==> config.mk <==
export PLATFORM = sky130hd
export DESIGN_NAME = snac_db15_reader
export DESIGN_NICKNAME = d
export VERILOG_FILES = /design/src/rtl/snac_pkg.sv /design/src/rtl/snac_tick_gen.sv /design/src/rtl/snac_db15_reader.sv
export SDC_FILE = /design/constraint.sdc
export NUM_CORES = 1
export LEC_CHECK = 0
export BUFFER_PORTS_ARGS = -buffer_cell sky130_fd_sc_hd__buf_2
export CORE_MARGIN = 2
export CORE_UTILIZATION = 53
export DETAILED_ROUTE_END_ITERATION = 10
export PLACE_DENSITY = 0.88
export SYNTH_ARGS = -nofsm -noshare
export SYNTH_HDL_FRONTEND = slang
export SYNTH_SLANG_ARGS = --single-unit
==> constraint.sdc <==
create_clock -name clk -period 2.1 [get_ports clk]
set_clock_uncertainty 0.15 [all_clocks]
set_input_delay 0.105 -clock clk [delete_from_list [all_inputs] [get_ports clk]]
set_output_delay 0.105 -clock clk [all_outputs]
set_load 0.01 [all_outputs]
==> src/rtl/snac_pkg.sv <==
// Shared types and constants for the SNAC DB15 joystick reader.
// Optional build macro in this slice: SNAC_DEBOUNCE_EN (see snac_db15_reader.sv).
package snac_pkg;

    typedef enum logic [2:0] {
        IDLE,
        LOAD,
        SHIFT_LO,
        SHIFT_HI,
        DONE
    } snac_state_e;

    localparam int FRAME_BITS  = 24;
    localparam int PLAYER_BITS = 12;

    localparam int BIT_RIGHT  = 0;
    localparam int BIT_LEFT   = 1;
    localparam int BIT_DOWN   = 2;
    localparam int BIT_UP     = 3;
    localparam int BIT_B1     = 4;
    localparam int BIT_B2     = 5;
    localparam int BIT_B3     = 6;
    localparam int BIT_B4     = 7;
    localparam int BIT_SELECT = 8;
    localparam int BIT_START  = 9;
    localparam int BIT_COIN   = 10;
    localparam int BIT_MODE   = 11;

    // Widen a 12-bit player field to the 16-bit joystick word; top nibble unused.
    function automatic logic [15:0] player_word(input logic [PLAYER_BITS-1:0] bits);
        return {4'b0000, bits};
    endfunction

endpackage

==> src/rtl/snac_tick_gen.sv <==
// Free-running divider: one-clk tick every CLK_DIV clocks, asserted on wrap.
module snac_tick_gen #(
    parameter int CLK_DIV = 48
) (
    input  logic clk,
    input  logic rst_n,
    output logic tick
);

    localparam int CW = (CLK_DIV > 1) ? $clog2(CLK_DIV) : 1;
    localparam logic [CW-1:0] CNT_LAST = CW'(CLK_DIV - 1);

    logic [CW-1:0] cnt_q;
    logic [CW-1:0] cnt_d;

    always_comb begin
        tick  = (cnt_q == CNT_LAST);
        cnt_d = tick ? '0 : cnt_q + CW'(1);
    end

    always_ff @(posedge clk or negedge rst_n) begin
        if (!rst_n) begin
            cnt_q <= '0;
        end else begin
            cnt_q <= cnt_d;
        end
    end

endmodule

==> src/rtl/snac_db15_reader.sv <==
// SNAC DB15 reader: drives JOY_LOAD/JOY_CLK, deserialises 24 active-low bits per frame.
// Build macro SNAC_DEBOUNCE_EN: outputs load only when two consecutive frames agree.
module snac_db15_reader
    import snac_pkg::*;
#(
    parameter int CLK_DIV   = 48,
    parameter int GAP_TICKS = 1000
) (
    input  logic        clk,
    input  logic        RESET_N,
    input  logic        en,
    input  logic        JOY_DATA,
    output logic        JOY_CLK,
    output logic        JOY_LOAD,
    output logic [15:0] joystick1,
    output logic [15:0] joystick2,
    output logic        frame_valid
);

    localparam int GW = (GAP_TICKS > 1) ? $clog2(GAP_TICKS) : 1;
    localparam logic [GW-1:0] GAP_LAST = GW'(GAP_TICKS - 1);
    localparam logic [4:0]    BIT_LAST = 5'(FRAME_BITS - 1);

    logic tick;

    snac_tick_gen #(.CLK_DIV(CLK_DIV)) u_tick_gen (
        .clk   (clk),
        .rst_n (RESET_N),
        .tick  (tick)
    );

    snac_state_e             state_q, state_d;
    logic [GW-1:0]           gap_q, gap_d;
    logic [4:0]              bit_q, bit_d;
    logic [FRAME_BITS-1:0]   raw_q, raw_d;
    logic [PLAYER_BITS-1:0]  j1_q, j1_d;
    logic [PLAYER_BITS-1:0]  j2_q, j2_d;
    logic                    fv_q, fv_d;
    logic                    joy_clk_q, joy_clk_d;
    logic                    joy_load_q, joy_load_d;
    logic                    sync1_q, sync2_q;
`ifdef SNAC_DEBOUNCE_EN
    logic [FRAME_BITS-1:0]   prev_q, prev_d;
`endif

    always_comb begin
        state_d = state_q;
        gap_d   = gap_q;
        bit_d   = bit_q;
        raw_d   = raw_q;
        j1_d    = j1_q;
        j2_d    = j2_q;
        fv_d    = 1'b0;
`ifdef SNAC_DEBOUNCE_EN
        prev_d  = prev_q;
`endif
        // Disable wins over every state; DONE is checked too since it is not tick-gated.
        if (!en && (tick || state_q == DONE)) begin
            state_d = IDLE;
            gap_d   = '0;
            bit_d   = '0;
            j1_d    = '0;
            j2_d    = '0;
        end else begin
            case (state_q)
                IDLE: begin
                    if (tick) begin
                        if (gap_q == GAP_LAST) begin
                            gap_d   = '0;
                            state_d = LOAD;
                        end else begin
                            gap_d = gap_q + GW'(1);
                        end
                    end
                end
                LOAD: begin
                    if (tick) begin
                        bit_d   = '0;
                        state_d = SHIFT_LO;
                    end
                end
                SHIFT_LO: begin
                    if (tick) begin
                        raw_d[bit_q] = ~sync2_q;
                        state_d      = SHIFT_HI;
                    end
                end
                SHIFT_HI: begin
                    if (tick) begin
                        if (bit_q == BIT_LAST) begin
                            state_d = DONE;
                        end else begin
                            bit_d   = bit_q + 5'd1;
                            state_d = SHIFT_LO;
                        end
                    end
                end
                DONE: begin
                    state_d = IDLE;
                    bit_d   = '0;
`ifdef SNAC_DEBOUNCE_EN
                    prev_d = raw_q;
                    if (raw_q == prev_q) begin
                        j1_d = raw_q[PLAYER_BITS-1:0];
                        j2_d = raw_q[FRAME_BITS-1:PLAYER_BITS];
                        fv_d = 1'b1;
                    end
`else
                    j1_d = raw_q[PLAYER_BITS-1:0];
                    j2_d = raw_q[FRAME_BITS-1:PLAYER_BITS];
                    fv_d = 1'b1;
`endif
                end
                default: state_d = IDLE;
            endcase
        end
        // Adapter strobes are registered from the next state so they never glitch.
        joy_clk_d  = (state_d != SHIFT_LO);
        joy_load_d = (state_d != LOAD);
    end

    always_ff @(posedge clk or negedge RESET_N) begin
        if (!RESET_N) begin
            state_q    <= IDLE;
            gap_q      <= '0;
            bit_q      <= '0;
            raw_q      <= '0;
            j1_q       <= '0;
            j2_q       <= '0;
            fv_q       <= 1'b0;
            joy_clk_q  <= 1'b1;
            joy_load_q <= 1'b1;
            sync1_q    <= 1'b1;
            sync2_q    <= 1'b1;
`ifdef SNAC_DEBOUNCE_EN
            prev_q     <= '0;
`endif
        end else begin
            state_q    <= state_d;
            gap_q      <= gap_d;
            bit_q      <= bit_d;
            raw_q      <= raw_d;
            j1_q       <= j1_d;
            j2_q       <= j2_d;
            fv_q       <= fv_d;
            joy_clk_q  <= joy_clk_d;
            joy_load_q <= joy_load_d;
            sync1_q    <= JOY_DATA;
            sync2_q    <= sync1_q;
`ifdef SNAC_DEBOUNCE_EN
            prev_q     <= prev_d;
`endif
        end
    end

    assign JOY_CLK     = joy_clk_q;
    assign JOY_LOAD    = joy_load_q;
    assign joystick1   = player_word(j1_q);
    assign joystick2   = player_word(j2_q);
    assign frame_valid = fv_q;

endmodule

# Yosys cells after proc, flatten, opt, wreduce, memory -nomap -nowiden
# Index checks and enable logic that the tools add are counted.
# W data, S select, Z words.
dict set report word_totals {
  reg_bits 77
  latchBits 0
  ram_bits 0
  rom_bits 0
  input_bits 4
  out_inout_bits 35
  mem_count 0
}
dict set report op_classes {
  add_sub_neg 3
  multipliers 0
  n_div 0
  magnitude_cmp 2
  n_eq_ne 12
  n_shift 0
  muxes 27
  bitwise 2
  n_reduce_logical 12
}
# operator n
set ops {}
lappend ops {{$mux W12} 4}
lappend ops {{$mux W10} 4}
lappend ops {{$bwmux W24} 1}
lappend ops {{$mux W3} 7}
lappend ops {{$mux W5} 4}
lappend ops {{$pmux W5 S3} 1}
lappend ops {{$pmux W3 S4} 1}
lappend ops {{$add A10 B1 Y10 const B} 1}
lappend ops {{$eq A10 B10 Y1 const B} 1}
lappend ops {{$ne A3 B3 Y1 const B} 3}
lappend ops {{$add A6 B1 Y6 const B} 1}
lappend ops {{$eq A3 B2 Y1 const B} 2}
lappend ops {{$eq A6 B6 Y1 const B} 1}
lappend ops {{$lt A5 B6 Y1 const B} 1}
lappend ops {{$mux W6} 1}
lappend ops {{$reduce_bool A2 Y1} 3}
lappend ops {{$add A5 B1 Y5 const B} 1}
lappend ops {{$demux W1 S5} 1}
lappend ops {{$eq A5 B5 Y1 const B} 1}
lappend ops {{$ge A5 B1 Y1 const B} 1}
lappend ops {{$reduce_and A4 Y1} 1}
lappend ops {{$reduce_bool A4 Y1} 1}
lappend ops {{$eq A3 B1 Y1 const B} 1}
lappend ops {{$eq A3 B3 Y1 const B} 1}
lappend ops {{other kinds (10)} 14}

# Depth between registers and ports, before layout
dict set report logic_depth {
  word_depth 6
  ltp_mapped 7
  ltp_nobuf 6
}

# Cells and area by module
# Synthesis repeated with hierarchy kept, for this count alone.
dict set report unflattened {
  hier_cells 309
  hier_area_um2 3470.8
}
# mod instances cells_per_inst area_per_inst_um2 seq_area_each_um2
set modules_own_cells {}
lappend modules_own_cells {snac_db15_reader 1 287 3211.8 1781.7}
lappend modules_own_cells {snac_tick_gen 1 22 259.0 150.1}

# Least setup slack after synthesis
# OpenSTA, ideal clock, no wires.
dict set report synth_path {
  kind {reg2reg}
  start {register u_tick_gen.cnt_q[0]}
  end {register gap_q[6]}
  arrival_time_ns 1.851
  t_required_ns 1.867
  slack_ns 0.016
  stages_incl_launch_ff 7
  n_path_buf 1
  path_cell_list {dfrtp_1 ha_1 and3_1 buf_2 a31oi_2 or4b_1 o21ai_0}
}
dict set report synth_between {
  elab_chain_cells 5
  elab_cells_between_ends 7
  classes_between {eq/ne: 1; mux: 1; reduce/logical: 5}
}
# element line
set synth_lines {}
lappend synth_lines {{start, declared} snac_tick_gen.sv:13} ;# logic [CW-1:0] cnt_q;
lappend synth_lines {{start signal, assigned} snac_tick_gen.sv:25} ;# cnt_q <= cnt_d;
lappend synth_lines {{$eq A6 B6 Y1 *} snac_tick_gen.sv:17} ;# tick = (cnt_q == CNT_LAST);
lappend synth_lines {{$logic_or A1 B1 Y1} snac_db15_reader.sv:58} ;# if (!en && (tick || state_q == DONE)) begin
lappend synth_lines {{$logic_and A1 B1 Y1} snac_db15_reader.sv:58}
lappend synth_lines {{$reduce_bool A2 Y1 (no source line)} n/a}
lappend synth_lines {{$reduce_and A2 Y1 (no source line)} n/a}
lappend synth_lines {{end signal, assigned} snac_db15_reader.sv:140} ;# gap_q <= gap_d;
lappend synth_lines {{end, declared} snac_db15_reader.sv:33} ;# logic [GW-1:0] gap_q, gap_d;
# Mark *: on every way between the ends. The rest lies on a longest branch, timed or not.
# A chain may end at the register's enable or synchronous reset.

# Final worst setup path
dict set report layout_path {
  start {register u_tick_gen.cnt_q[0]}
  end {register bit_q[3]}
}
dict set report layout_between {
  elab_chain_cells 5
  elab_cells_between_ends 9
  classes_between {eq/ne: 4; mux: 1; reduce/logical: 4}
}
# element line
set layout_lines {}
lappend layout_lines {{$eq A6 B6 Y1 *} snac_tick_gen.sv:17}
lappend layout_lines {{$logic_or A1 B1 Y1} snac_db15_reader.sv:58}
lappend layout_lines {{$logic_and A1 B1 Y1} snac_db15_reader.sv:58}
lappend layout_lines {{$ne A3 B3 Y1 (no source line) or $reduce_bool A4 Y1 (tied branches)} n/a}
lappend layout_lines {{$reduce_and A4 Y1 (no source line)} n/a}
lappend layout_lines {{end signal, assigned} snac_db15_reader.sv:141} ;# bit_q <= bit_d;
lappend layout_lines {{end, declared} snac_db15_reader.sv:34} ;# logic [4:0] bit_q, bit_d;
# Marks and branches as above.

==> run summary <==
Status: complete, no violations
Simple-gate portion of the synthesized area: 15.0%
Final Hold Fails: 0
Synthesis Warnings: 0
Crit start category: register
Layout cell share with drive strength beyond 1: 24.8%
Fin crit period: 2.03 ns
CORE AREA: 0.00672 mm^2
Worst slew margin: 55.2%
Number of global-route vias before repair: 2759
RSZ-0062 raised after global routing: true
Slew @ Worst Pin: 0.666 ns
Commonest non-fill, non-tap cell in the layout: dfrtp_1
Worst-Skew Late Latency: 0.36 ns
Clk pwr share: 42.3%
# setup viols final: 0
Ys async rst share: 100%
Power density cells: 643 mW/mm^2
Largest net degree at the start of global routing: 47
Drt total wl: 7.86 mm
Synth Area in Compound Gates: 21.6%
Setup_tns: 0 ns
# rows: 30
Critical-path cell list: ha_2, nand3_1, or4b_4, or4_1, o211ai_2
Leak pwr: 1.98 nW
First-pass GRT wire length: 13.2 mm
EDFF count, synth: 0
Place WS: -0.0522 ns
CTS Buf Count: 9
Crit path kind: register to register
Final WS setup: 0.0731 ns
CP required: 2.23 ns
Sw frac: 23.3%
Largest family of logic cells by synthesized area: compound AO/OA/AOI/OAI gates
Starting density of the core: 54.1%
Die W: 86.8 um
Diodes inserted: 0
R2R Setup Slk: 0.07 ns
Net Sw Power: 0.000641 W
Worst R2R End: bit_q[3]
Comb pwr share: 2.9%
Critical path arrival: 2.16 ns
Distinct cells, synth: 55
Register area share after synthesis: 53.1%
Worst Reg-to-Reg Cells: 5
Wirelength per Cell: 16.8 um
Reg-to-reg startpoint: u_tick_gen.cnt_q[0]
DRT antenna net count: 0
GRT Total Usage: 22.4%
Post-DR vias/cell: 6.27
Post-layout util: 63.5%
Max-cap violations: 0
IO Pins: 39
Post-synthesis instance total: 337
CTS tree: yes
Worst setup EP type: register
Layout fillers: 520
Die area: 0.00754 mm^2
Critical Path Slowest Stage Cell: or4b_4
Drt first pass iters: 5
Synth Area in XOR/XNOR: 0.482%
Synth Register Bits: 77
Worst VDD drop: 0.322 mV
Die Y: 86.8 um
CP Max Fanout: 3
Hpwl dp: 5.28 mm
CTS root buffer: clkbuf_8
Most frequent cells in the layout: dfrtp_1 (73), a31oi_1 (33), buf_2 (29), a22o_1 (24), buf_4 (24)
H-tree levels: 3
Min-delay worst type: input port to async pin
Final period util: 96.5%
DR iter-0 viols: 207
Initial antenna violation count: 0
Synth Area in Adders: 2.06%
DRC: 0
Sequential share of power: 54.8%
Port bufs: 30
Clock Sinks: 77
Top FF cell, synth: dfrtp_1
Clock-pin slew on the worst setup and hold paths: 0.08 ns
Int Power: 0.00211 W
CP max stage delay: 0.55 ns
Mean Syn Cell Area: 10.8 um^2
Post-Syn Area: 0.00364 mm^2
Longest Clk Path Bufs: 2
Layout area overhead: 17.3%
Post-layout nets: 392
Via count: 2927
Total congestion overflow: 0
Mux share of post-synthesis cell area: 1.93%
Final GP Congestion: 0.880
Slew Limit Fails: 0
Fmax: 493 MHz
-- stage by stage --
step / std cells / hold WS (ns) / instance area, um^2 / total power (W)
2_1_floorplan: 344 / -0.341 / 3660 / 0.00157
3_3_place_gp: 446 / -0.0154 / 3960 / 0.00161
3_5_place_dp: 446 / -0.0115 / 3960 / 0.00161
4_1_cts: 466 / 0.151 / 4210 / 0.00276
5_1_grt: 467 / 0.180 / 4270 / 0.00285
6_report: 467 / 0.133 / 4270 / 0.00275
-- synth_stat cells (all sizes together), types with 2 or more instances --
cell type	number	share of area, %
a21o	2	0.41
a21oi	5	0.69
a22o	25	6.1
a31oi	35	6.2
a32oi	2	0.48
and2	4	0.69
and3	4	0.72
and4	3	0.76
buf	16	2.8
clkbuf	15	1.5
dfrtp	73	50
dfstp	4	2.9
ha	6	2.1
inv	14	1.4
mux2i	7	1.9
nand2	13	1.3
nand2b	2	0.34
nand3	19	2.6
nand3b	3	0.62
nand4	7	1.2
nor2	8	0.83
nor2b	8	1.4
nor3	6	0.83
nor4bb	2	0.55
o211ai	9	2.0
o21ai	13	1.8
o2bb2ai	2	0.48
o31ai	6	1.2
or2	2	0.34
or4b	3	0.83
xor2	2	0.48
-- kinds of logic after synthesis --
| family | count (synthesis) |
|---|---|
| AO/OA/AOI/OAI | 108 |
| AND/OR/NAND/NOR | 91 |
| flip-flops | 77 |
| buffers and inverters | 45 |
| multiplexers | 7 |
| adder cells (fa/ha/maj) | 6 |
| XOR/XNOR | 2 |
| other | 1 |
-- worst max-delay path by stage --
stage	start	to	slack (ns)	cells past startpoint
2_1_floorplan	u_tick_gen.cnt_q[0]	gap_q[6]	0.02	6
3_3_place_gp	u_tick_gen.cnt_q[1]	j1_q[11]	0.06	5
3_5_place_dp	u_tick_gen.cnt_q[1]	j2_q[5]	-0.05	5
4_1_cts	u_tick_gen.cnt_q[5]	bit_q[3]	0.03	4
5_1_grt	u_tick_gen.cnt_q[0]	raw_q[18]	-0.02	7
6_report	u_tick_gen.cnt_q[0]	bit_q[3]	0.07	5
-- area by class of cell --
| cell class | instances | area, um^2 | share of cell area [%] |
|---|---|---|---|
| inverter | 14 | 52.6 | 1.23 |
| clock inverter | 6 | 70.1 | 1.64 |
| tap | 80 | 100 | 2.35 |
| timing repair buffer | 58 | 395 | 9.26 |
| clock buffer | 10 | 138 | 3.22 |
| sequential | 77 | 1930 | 45.3 |
| multi-input combinational | 222 | 1580 | 37.0 |
-- critical path: cells and delay by family, from the launching register on --
kind | cells | cell delay, ns
flip-flops | 1 | 0.36
AO/OA/AOI/OAI | 1 | 0.07
AND/OR/NAND/NOR | 3 | 1.17
adder cells (fa/ha/maj) | 1 | 0.19
-- power by group through the flow --
| stage | logic [W] | clock network [W] | registers [W] |
|---|---|---|---|
| after detailed placement | 0.0000753 | 0 | 0.00153 |
| after floorplan | 0.0000441 | 0 | 0.00153 |
| after global routing | 0.0000912 | 0.00125 | 0.00151 |
| final | 0.0000790 | 0.00116 | 0.00151 |
| after CTS | 0.0000800 | 0.00118 | 0.00151 |
| after global placement | 0.0000729 | 0 | 0.00153 |
-- timing repair --
| action | 4_1_cts | 5_1_grt |
|---|---|---|
| resized for setup | 1 | 10 |
| endpoints found under the hold margin | 47 | 0 |
| pin swaps | 0 | 1 |
| buffers inserted | 1 | 1 |
| endpoints found under the setup margin | 27 | 28 |
| hold buffers | 3 | 0 |
-- flip-flops by register name, indices dropped and copies added (netlist names) --
signal and flops:
u_tick_gen.cnt_q 6, JOY_LOAD 1, raw_q 24, JOY_CLK 1, sync1_q 1, j1_q 12, bit_q 5, j2_q 12
gap_q 10, state_q 3, frame_valid 1, sync2_q 1
-- layer usage --
metal  vias to the layer above  wire, um  GRT usage (%)
met1                      1452      3490           30.6
met4                         0       137           8.52
li1                       1358         -              -
met2                        98      3870           33.8
met3                        19       352           6.76
met5                         -         0              0
No activity file was read; power rests on OpenSTA's default activity.
